==> src/rtl/lsu.sv <==
// Load/store unit: one data-memory transaction per accepted request over a req/ack bus.
// Loads are lane-aligned and sign/zero-extended; misaligned requests never reach memory.
// Optional BUSY timeout abort is enabled by defining LSU_TIMEOUT_EN.
module lsu #(
    parameter int unsigned XLEN           = 32,
    parameter int unsigned TIMEOUT_CYCLES = 255
) (
    input  logic              clk_i,
    input  logic              rst_i,
    input  logic              req_valid_i,
    output logic              req_ready_o,
    input  logic              inst_lb_i,
    input  logic              inst_lh_i,
    input  logic              inst_lw_i,
    input  logic              inst_lbu_i,
    input  logic              inst_lhu_i,
    input  logic              inst_sb_i,
    input  logic              inst_sh_i,
    input  logic              inst_sw_i,
    input  logic [XLEN-1:0]   addr_i,
    input  logic [XLEN-1:0]   rs2_rd_data_i,
    output logic              dmem_req_o,
    output logic              dmem_we_o,
    output logic [XLEN-1:0]   dmem_addr_o,
    output logic [XLEN/8-1:0] dmem_byte_en_o,
    output logic [XLEN-1:0]   dmem_wr_data_o,
    input  logic [XLEN-1:0]   dmem_rd_data_i,
    input  logic              dmem_ack_i,
    output logic              done_o,
    output logic              misaligned_o,
    output logic              bus_err_o,
    output logic              rd_wr_en_o,
    output logic [XLEN-1:0]   rd_wr_data_o
);

    localparam int unsigned BeW = XLEN / 8;

    if (XLEN != 32) begin : g_xlen_check
        $error("lsu: only XLEN=32 is supported");
    end
    if (TIMEOUT_CYCLES == 0) begin : g_timeout_check
        $error("lsu: TIMEOUT_CYCLES must be at least 1");
    end

    typedef enum logic [1:0] {StIdle, StBusy, StDone} state_e;

    state_e            state_q, state_d;
    logic [7:0]        flags;
    logic              accept;
    logic              acc_half;
    logic              acc_word;
    logic              acc_misaligned;
    logic              timeout;

    // Latched request fields
    logic              byte_q, half_q, store_q, unsigned_q;
    logic [XLEN-1:0]   addr_q;
    logic [XLEN-1:0]   wdata_q;
    logic              misaligned_q, bus_err_q, rd_wr_en_q;
    logic [XLEN-1:0]   rd_wr_data_q;

    logic [XLEN-1:0]   shifted;
    logic [XLEN-1:0]   load_data;

    assign flags = {inst_lb_i, inst_lh_i, inst_lw_i, inst_lbu_i, inst_lhu_i,
                    inst_sb_i, inst_sh_i, inst_sw_i};

    assign accept         = (state_q == StIdle) && req_valid_i && $onehot(flags);
    assign acc_half       = inst_lh_i | inst_lhu_i | inst_sh_i;
    assign acc_word       = inst_lw_i | inst_sw_i;
    assign acc_misaligned = (acc_half & addr_i[0]) | (acc_word & (addr_i[1:0] != 2'b00));

`ifdef LSU_TIMEOUT_EN
    localparam int unsigned CntW = ($clog2(TIMEOUT_CYCLES + 1) > 8) ?
                                   $clog2(TIMEOUT_CYCLES + 1) : 8;
    logic [CntW-1:0] cnt_q;

    // Abort on the cycle that would make TIMEOUT_CYCLES BUSY cycles without ack
    assign timeout = (state_q == StBusy) && !dmem_ack_i &&
                     (cnt_q == CntW'(TIMEOUT_CYCLES - 1));

    // Wait counter: cleared on BUSY entry, counts BUSY cycles without ack
    always_ff @(posedge clk_i or posedge rst_i) begin
        if (rst_i) begin
            cnt_q <= '0;
        end else if (accept) begin
            cnt_q <= '0;
        end else if (state_q == StBusy && !dmem_ack_i) begin
            cnt_q <= cnt_q + 1'b1;
        end
    end
`else
    assign timeout = 1'b0;
`endif

    // State register
    always_ff @(posedge clk_i or posedge rst_i) begin
        if (rst_i) begin
            state_q <= StIdle;
        end else begin
            state_q <= state_d;
        end
    end

    // Next-state logic
    always_comb begin
        state_d = state_q;
        case (state_q)
            StIdle: if (accept) state_d = acc_misaligned ? StDone : StBusy;
            StBusy: if (dmem_ack_i || timeout) state_d = StDone;
            StDone: state_d = StIdle;
            default: state_d = StIdle;
        endcase
    end

    // Load lane extraction and sign/zero extension
    always_comb begin
        shifted = dmem_rd_data_i >> {addr_q[1:0], 3'b000};
        if (byte_q) begin
            load_data = {{(XLEN-8){shifted[7] & ~unsigned_q}}, shifted[7:0]};
        end else if (half_q) begin
            load_data = {{(XLEN-16){shifted[15] & ~unsigned_q}}, shifted[15:0]};
        end else begin
            load_data = shifted;
        end
    end

    // Request latching and result/status registers
    always_ff @(posedge clk_i or posedge rst_i) begin
        if (rst_i) begin
            byte_q       <= 1'b0;
            half_q       <= 1'b0;
            store_q      <= 1'b0;
            unsigned_q   <= 1'b0;
            addr_q       <= '0;
            wdata_q      <= '0;
            misaligned_q <= 1'b0;
            bus_err_q    <= 1'b0;
            rd_wr_en_q   <= 1'b0;
            rd_wr_data_q <= '0;
        end else begin
            case (state_q)
                StIdle: begin
                    if (accept) begin
                        byte_q       <= inst_lb_i | inst_lbu_i | inst_sb_i;
                        half_q       <= acc_half;
                        store_q      <= inst_sb_i | inst_sh_i | inst_sw_i;
                        unsigned_q   <= inst_lbu_i | inst_lhu_i;
                        addr_q       <= addr_i;
                        wdata_q      <= rs2_rd_data_i;
                        misaligned_q <= acc_misaligned;
                    end
                end
                StBusy: begin
                    if (dmem_ack_i) begin
                        if (!store_q) begin
                            rd_wr_data_q <= load_data;
                            rd_wr_en_q   <= 1'b1;
                        end
                    end else if (timeout) begin
                        bus_err_q <= 1'b1;
                    end
                end
                StDone: begin
                    misaligned_q <= 1'b0;
                    bus_err_q    <= 1'b0;
                    rd_wr_en_q   <= 1'b0;
                end
                default: ;
            endcase
        end
    end

    // Bus outputs derive from latched fields so they stay stable while the request is held
    always_comb begin
        dmem_req_o  = (state_q == StBusy);
        dmem_we_o   = store_q;
        dmem_addr_o = {addr_q[XLEN-1:2], 2'b00};
        if (byte_q) begin
            dmem_byte_en_o = {{(BeW-1){1'b0}}, 1'b1} << addr_q[1:0];
            dmem_wr_data_o = {(XLEN/8){wdata_q[7:0]}};
        end else if (half_q) begin
            dmem_byte_en_o = {{(BeW-2){1'b0}}, 2'b11} << addr_q[1:0];
            dmem_wr_data_o = {(XLEN/16){wdata_q[15:0]}};
        end else begin
            dmem_byte_en_o = '1;
            dmem_wr_data_o = wdata_q;
        end
    end

    assign req_ready_o  = (state_q == StIdle);
    assign done_o       = (state_q == StDone);
    assign misaligned_o = misaligned_q;
    assign bus_err_o    = bus_err_q;
    assign rd_wr_en_o   = rd_wr_en_q;
    assign rd_wr_data_o = rd_wr_data_q;

endmodule

==> config.mk <==
export PLATFORM = sky130hd
export DESIGN_NAME = lsu
export DESIGN_NICKNAME = d
export VERILOG_FILES = /design/src/rtl/lsu.sv
export SDC_FILE = /design/constraint.sdc
export NUM_CORES = 1
export LEC_CHECK = 0
export CORE_ASPECT_RATIO = 1.5
export CORE_UTILIZATION = 35
export DETAILED_ROUTE_END_ITERATION = 7
export PLACE_DENSITY = 0.71
export SLEW_MARGIN = 25
export SYNTH_ARGS = -nofsm -noshare
export SYNTH_HDL_FRONTEND = slang
export SYNTH_SLANG_ARGS = --single-unit
==> constraint.sdc <==
create_clock -name clk_i -period 4.2 [get_ports clk_i]
set_input_delay 0.63 -clock clk_i [delete_from_list [all_inputs] [get_ports clk_i]]
set_output_delay 0.63 -clock clk_i [all_outputs]
set_load 0.01 [all_outputs]
# Word-level counts from Yosys, hierarchy flattened

Cells that the tools add are included.

Register bits: 104
Output and inout port bits: 107

Eq/ne operators: 6
Reductions and logical operators: 11
Shift-type cells: 3
Bitwise gates (word level): 15
Add/subtract/negate cells: 7
Mux-type cells: 15

Operator list:

| operator                                         | count |
|---|---|
| two-way mux 32 bit                               | 4 |
| right shift 32 x 5 -> 32 bit                     | 1 |
| OR 1 bit                                         | 9 |
| adder 1 x 1 -> 2 bit                             | 4 |
| two-way mux 4 bit                                | 2 |
| adder 2 x 2 -> 3 bit                             | 2 |
| two-way mux 2 bit                                | 3 |
| AND reduction 2 bit                              | 3 |
| AND reduction 3 bit                              | 2 |
| nonzero test 2 bit                               | 3 |
| adder 3 x 3 -> 4 bit                             | 1 |
| AND 1 bit                                        | 4 |
| == test 4 x 1 -> 1 bit (second input constant)   | 1 |
| != test 2 x 1 -> 1 bit (second input constant)   | 2 |
| one-hot mux 1 bit (2 select lines)               | 2 |
| one-hot mux 2 bit (2 select lines)               | 1 |
| left shift 1 x 2 -> 4 bit (first input constant) | 1 |
| left shift 2 x 2 -> 4 bit (first input constant) | 1 |
| two-way mux 1 bit                                | 3 |
| == test 2 x 1 -> 1 bit (second input constant)   | 1 |
| == test 2 bit (second input constant)            | 1 |
| logical AND 1 bit                                | 2 |
| logical NOT 2 bit                                | 1 |
| != test 2 bit (second input constant)            | 1 |
| NOT 1 bit                                        | 2 |

# Logic depth before layout (Yosys ltp)

Word-level depth: 7
Depth in mapped cells: 13

# Worst setup path before layout

No wires, ideal clock.

Path type: input-to-reg
Start: in inst_lb_i
End: reg addr_q[0]
Required time: 4.075 ns
Arrival: 4.078 ns
Stages: 13
Path buffers: 1
Slack: -0.004 ns
Library setup time: 0.125 ns
Cells stage by stage: inv_1 fa_1 fa_1 fa_1 inv_1 ha_1 inv_1 fa_1 a211oi_2 mux2i_1 nor4_4 buf_6 mux2_4

Cells in the longest elaborated chain, start to end: 6

RTL lines:

| what                                       | line | source |
|---|---|---|
| start, declared                            | 12   | `input logic inst_lb_i,` |
| adder 1 x 1 -> 2 bit (not written as such) | 68   | `assign accept = (state_q == StIdle) && req_valid_i && $onehot(flags);` |
| adder 2 x 2 -> 3 bit (not written as such) | 68   |  |
| adder 3 x 3 -> 4 bit (not written as such) | 68   |  |
| == test 4 x 1 -> 1 bit                     | 68   |  |
| logical AND 1 bit                          | 68   |  |
| AND reduction 2 bit (no source line)       | --   |  |
| end signal, assigned                       | 149  | `addr_q <= addr_i;` |
| end, declared                              | 57   | `logic [XLEN-1:0] addr_q;` |

No other way between the ends.
A chain may end at the register's enable or synchronous reset.

# Final worst setup path

Start: in inst_lh_i
End: reg addr_q[2]

Cells in the longest elaborated chain, start to end: 6

RTL lines:

| what                                       | line | source |
|---|---|---|
| start, declared                            | 13   | `input logic inst_lh_i,` |
| adder 1 x 1 -> 2 bit (not written as such) | 68   |  |
| adder 2 x 2 -> 3 bit (not written as such) | 68   |  |
| adder 3 x 3 -> 4 bit (not written as such) | 68   |  |
| == test 4 x 1 -> 1 bit                     | 68   |  |
| logical AND 1 bit                          | 68   |  |
| AND reduction 2 bit (no source line)       | --   |  |

No other way between the ends.

==> results.json <==
{
  "place_hpwl_microns": 11800,
  "path_max_fanout": 10,
  "synth_top_area_frac": 0.444,
  "tightest_slew_ps": 883,
  "slew_viol_final": 0,
  "yosysWarningCount": 0,
  "synth_area_leader_cell": "dfrtp_1",
  "gp_congestion": 0.881,
  "layout_worst_path_cycle_share": 0.969,
  "finalSetupViolCount": 0,
  "cts_buffers": 9,
  "holdWs_ps": 481,
  "required_ps": 4430,
  "final_util": 0.519,
  "period_minus_slack_ps": 4070,
  "cts_tree": "yes",
  "clock_path_buffers": 2,
  "worstPathCellList": "clkdlybuf4s15_2 -> inv_1 -> fa_1 -> fa_1 -> fa_1 -> inv_2 -> ha_4 -> inv_2 -> fa_2 -> a211oi_2 -> mux2i_2 -> nor4_4 -> buf_4 -> buf_4 -> bufbuf_16 -> mux2_4",
  "drc": 0,
  "drtIter0Drc": 148,
  "min_path_type": "reg -> reg",
  "synth_edf_count": 0,
  "overflow": 0,
  "cp_slowest_stage_delay_ps": 530,
  "leakage_nw": 3.64,
  "grt_util_met1": 0.234,
  "yosysSeqAreaShare": 0.444,
  "vias": 4505,
  "grt_busiest_layer": "met2",
  "hold_viol": 0,
  "grt_pass1_vias": 4871,
  "grtUsageTotal": 0.193,
  "die_area_sq_um": 17300,
  "synth_area_leaders": "dfrtp_1, mux2_4, buf_4",
  "io_buffers": 211,
  "synth_adder_area_share": 0.0286,
  "grt_pass1_wl_microns": 25700,
  "criticalPathCategory": "in -> reg",
  "netlist_area_sq_um": 5860,
  "synthXorXnorAreaFrac": 0,
  "synthMuxAreaShare": 0.253,
  "synth_ff_type": "dfrtp_1",
  "slowest_stage": "fa_1",
  "mostFrequentLayoutCells": "clkdlybuf4s50_1, dfrtp_1, mux2_4",
  "die_w_microns": 108,
  "ant_nets": 0,
  "status": "finished, final reports clean",
  "startpoint": "inst_lh_i",
  "antenna_found_initial": 0,
  "die_h_microns": 161,
  "cts.sinks": 104,
  "path_delay_family": "adder cells",
  "layout_commonest_cell": "clkdlybuf4s50_1",
  "htreeDepth": 3,
  "relSlewSlack": 0.407,
  "vdd_drop_max_mv": 0.370,
  "postSynthAreaPerCell_sq_um": 11.6,
  "reg2reg_to": "rd_wr_data_o[25]$_DFFE_PP0P_",
  "nets": 807,
  "rows": 57,
  "synth_seq_cells": 104,
  "r2r_start": "addr_q[1]$_DFFE_PP0P_",
  "root_buffer": "clkbuf_16",
  "fmax_ghz": 0.246,
  "drive_gt1_frac": 0.228,
  "synth_cell_type_count": 42,
  "diodes": 0,
  "holdCritStartpoint": "rd_wr_en_o$_DFFE_PP0P_",
  "start_util": 0.361,
  "holdPathEnd": "rd_wr_en_o$_DFFE_PP0P_",
  "vias_per_cell": 5.02,
  "clk_latency_ps": 340,
  "power.total_mw": 6.05,
  "first_pass_iters": 4,
  "crit_path_end_kind": "flip-flop",
  "postSynth.asyncResetShare": 1.00,
  "wirelength_microns": 16400,
  "cap_violations": 0,
  "rsz0062_at_grt": "false",
  "crit_top_cell": "fa_1",
  "clk_pin_slew_worst_paths_ps": 70,
  "synthSimpleGateAreaFrac": 0.0589,
  "grt_use_met3": 0.0321,
  "fin_skew_ps": 8.37,
  "power_density_nw_per_um2": 717,
  "rrSetupSlack_ps": 1870,
  "grt_max_degree": 87,
  "syn_to_final_growth_pct": 43.9,
  "synth_compound_area_frac": 0.112,
  "io-pin-count": 215,
  "drt-wirelength-per-cell_microns": 18.2,
  "critPathLaunchType": "input port",
  "synthCells": 504,
  "worst_ep_arrival_time_ps": 4300,
  "met2_usage": 0.339,
  "core_sq_um": 16300,
  "worstHoldPathCells": 2,
  "reg2reg_depth": 5,
  "critPathBufInv": 7,
  "finalSetupTns_ps": 0,
  "synth_top_family_by_area": "multiplexers"
}
power by group:
part | internal, mW | total (mW) | switching (mW) | leakage, nW
logic | 2.04 | 3.38 | 1.34 | 2.26
registers | 1.49 | 1.87 | 0.381 | 1.25
clock network | 0.404 | 0.794 | 0.391 | 0.132
layer usage:
| layer | up-vias | share of wire |
|---|---|---|
| met3 | 26 | 0.050 |
| met5 | - | 0 |
| met2 | 172 | 0.53 |
| li1 | 2085 | - |
| met1 | 2222 | 0.40 |
| met4 | 0 | 0.026 |
sequential cells by signal (all words and copies together) (netlist names):
name,flops
unsigned_q,1
misaligned_o,1
wdata_q,32
addr_q,32
rd_wr_data_o,32
dmem_we_o,1
state_q,2
rd_wr_en_o,1
byte_q,1
half_q,1
how the worst max path moves through the flow:
stage | cells after the start | end | slack (ps)
after global routing | 16 | addr_q[3]$_DFFE_PP0P_ | 5
after global placement | 15 | wdata_q[30]$_DFFE_PP0P_ | -330
after floorplan | 13 | addr_q[0]$_DFFE_PP0P_ | 70
final | 16 | addr_q[2]$_DFFE_PP0P_ | 130
after CTS | 18 | half_q$_DFFE_PP0P_ | 10
after detailed placement | 15 | wdata_q[13]$_DFFE_PP0P_ | -540
tightest hold or removal path: stages, from the launching register on:
cell and delay [ps]:
dfrtp_1 350, nand2_1 50, nand2_1 50
cell families (layout without fill, tap and decap cells):
kind of cell    Yosys count  count (layout)
mux                     111             111
other cells               1               3
flops                   104             104
fa+ha+maj                11              11
buf+inv                 101             287
simple gates             73              73
compound gates          103             103
cells in the mapped netlist (2+ instances only):
library cell / instances
a21oi_1: 25
a22o_1: 2
a22oi_1: 7
buf_2: 5
buf_4: 43
buf_6: 7
clkbuf_1: 16
dfrtp_1: 104
fa_1: 4
ha_1: 7
inv_1: 29
mux2_2: 25
mux2_4: 66
mux2i_1: 19
nand2_1: 22
nand3_1: 3
nor2_1: 35
nor3b_1: 2
o21ai_0: 39
o22a_1: 8
o31ai_1: 15
cell type report:
type	instances	area [sq um]
fill	1464	7820
multi-input combinational	301	2690
sequential	104	2600
timing repair buffer	242	2500
tap	206	258
clock buffer	9	225
inverter	30	118
clock inverter	6	43.8
timing repair:
item                                    4_1_cts  5_1_grt
hold buffers                                  0        0
cloned                                        4        0
setup buffers                                10        0
gates resized for setup                      21        3
pin swaps                                     6        6
endpoints found under the setup margin       67       69
through the flow:
stage / cells / worst slack, ps / cell area, sq um
3_5_place_dp: 870 / -537 / 7940
6_report: 898 / 130 / 8440
4_1_cts: 899 / 10.5 / 8440
3_3_place_gp: 870 / -327 / 7940
2_1_floorplan: 506 / 69.7 / 5870
5_1_grt: 898 / 5.32 / 8440
(Power assumes the default switching activity.)
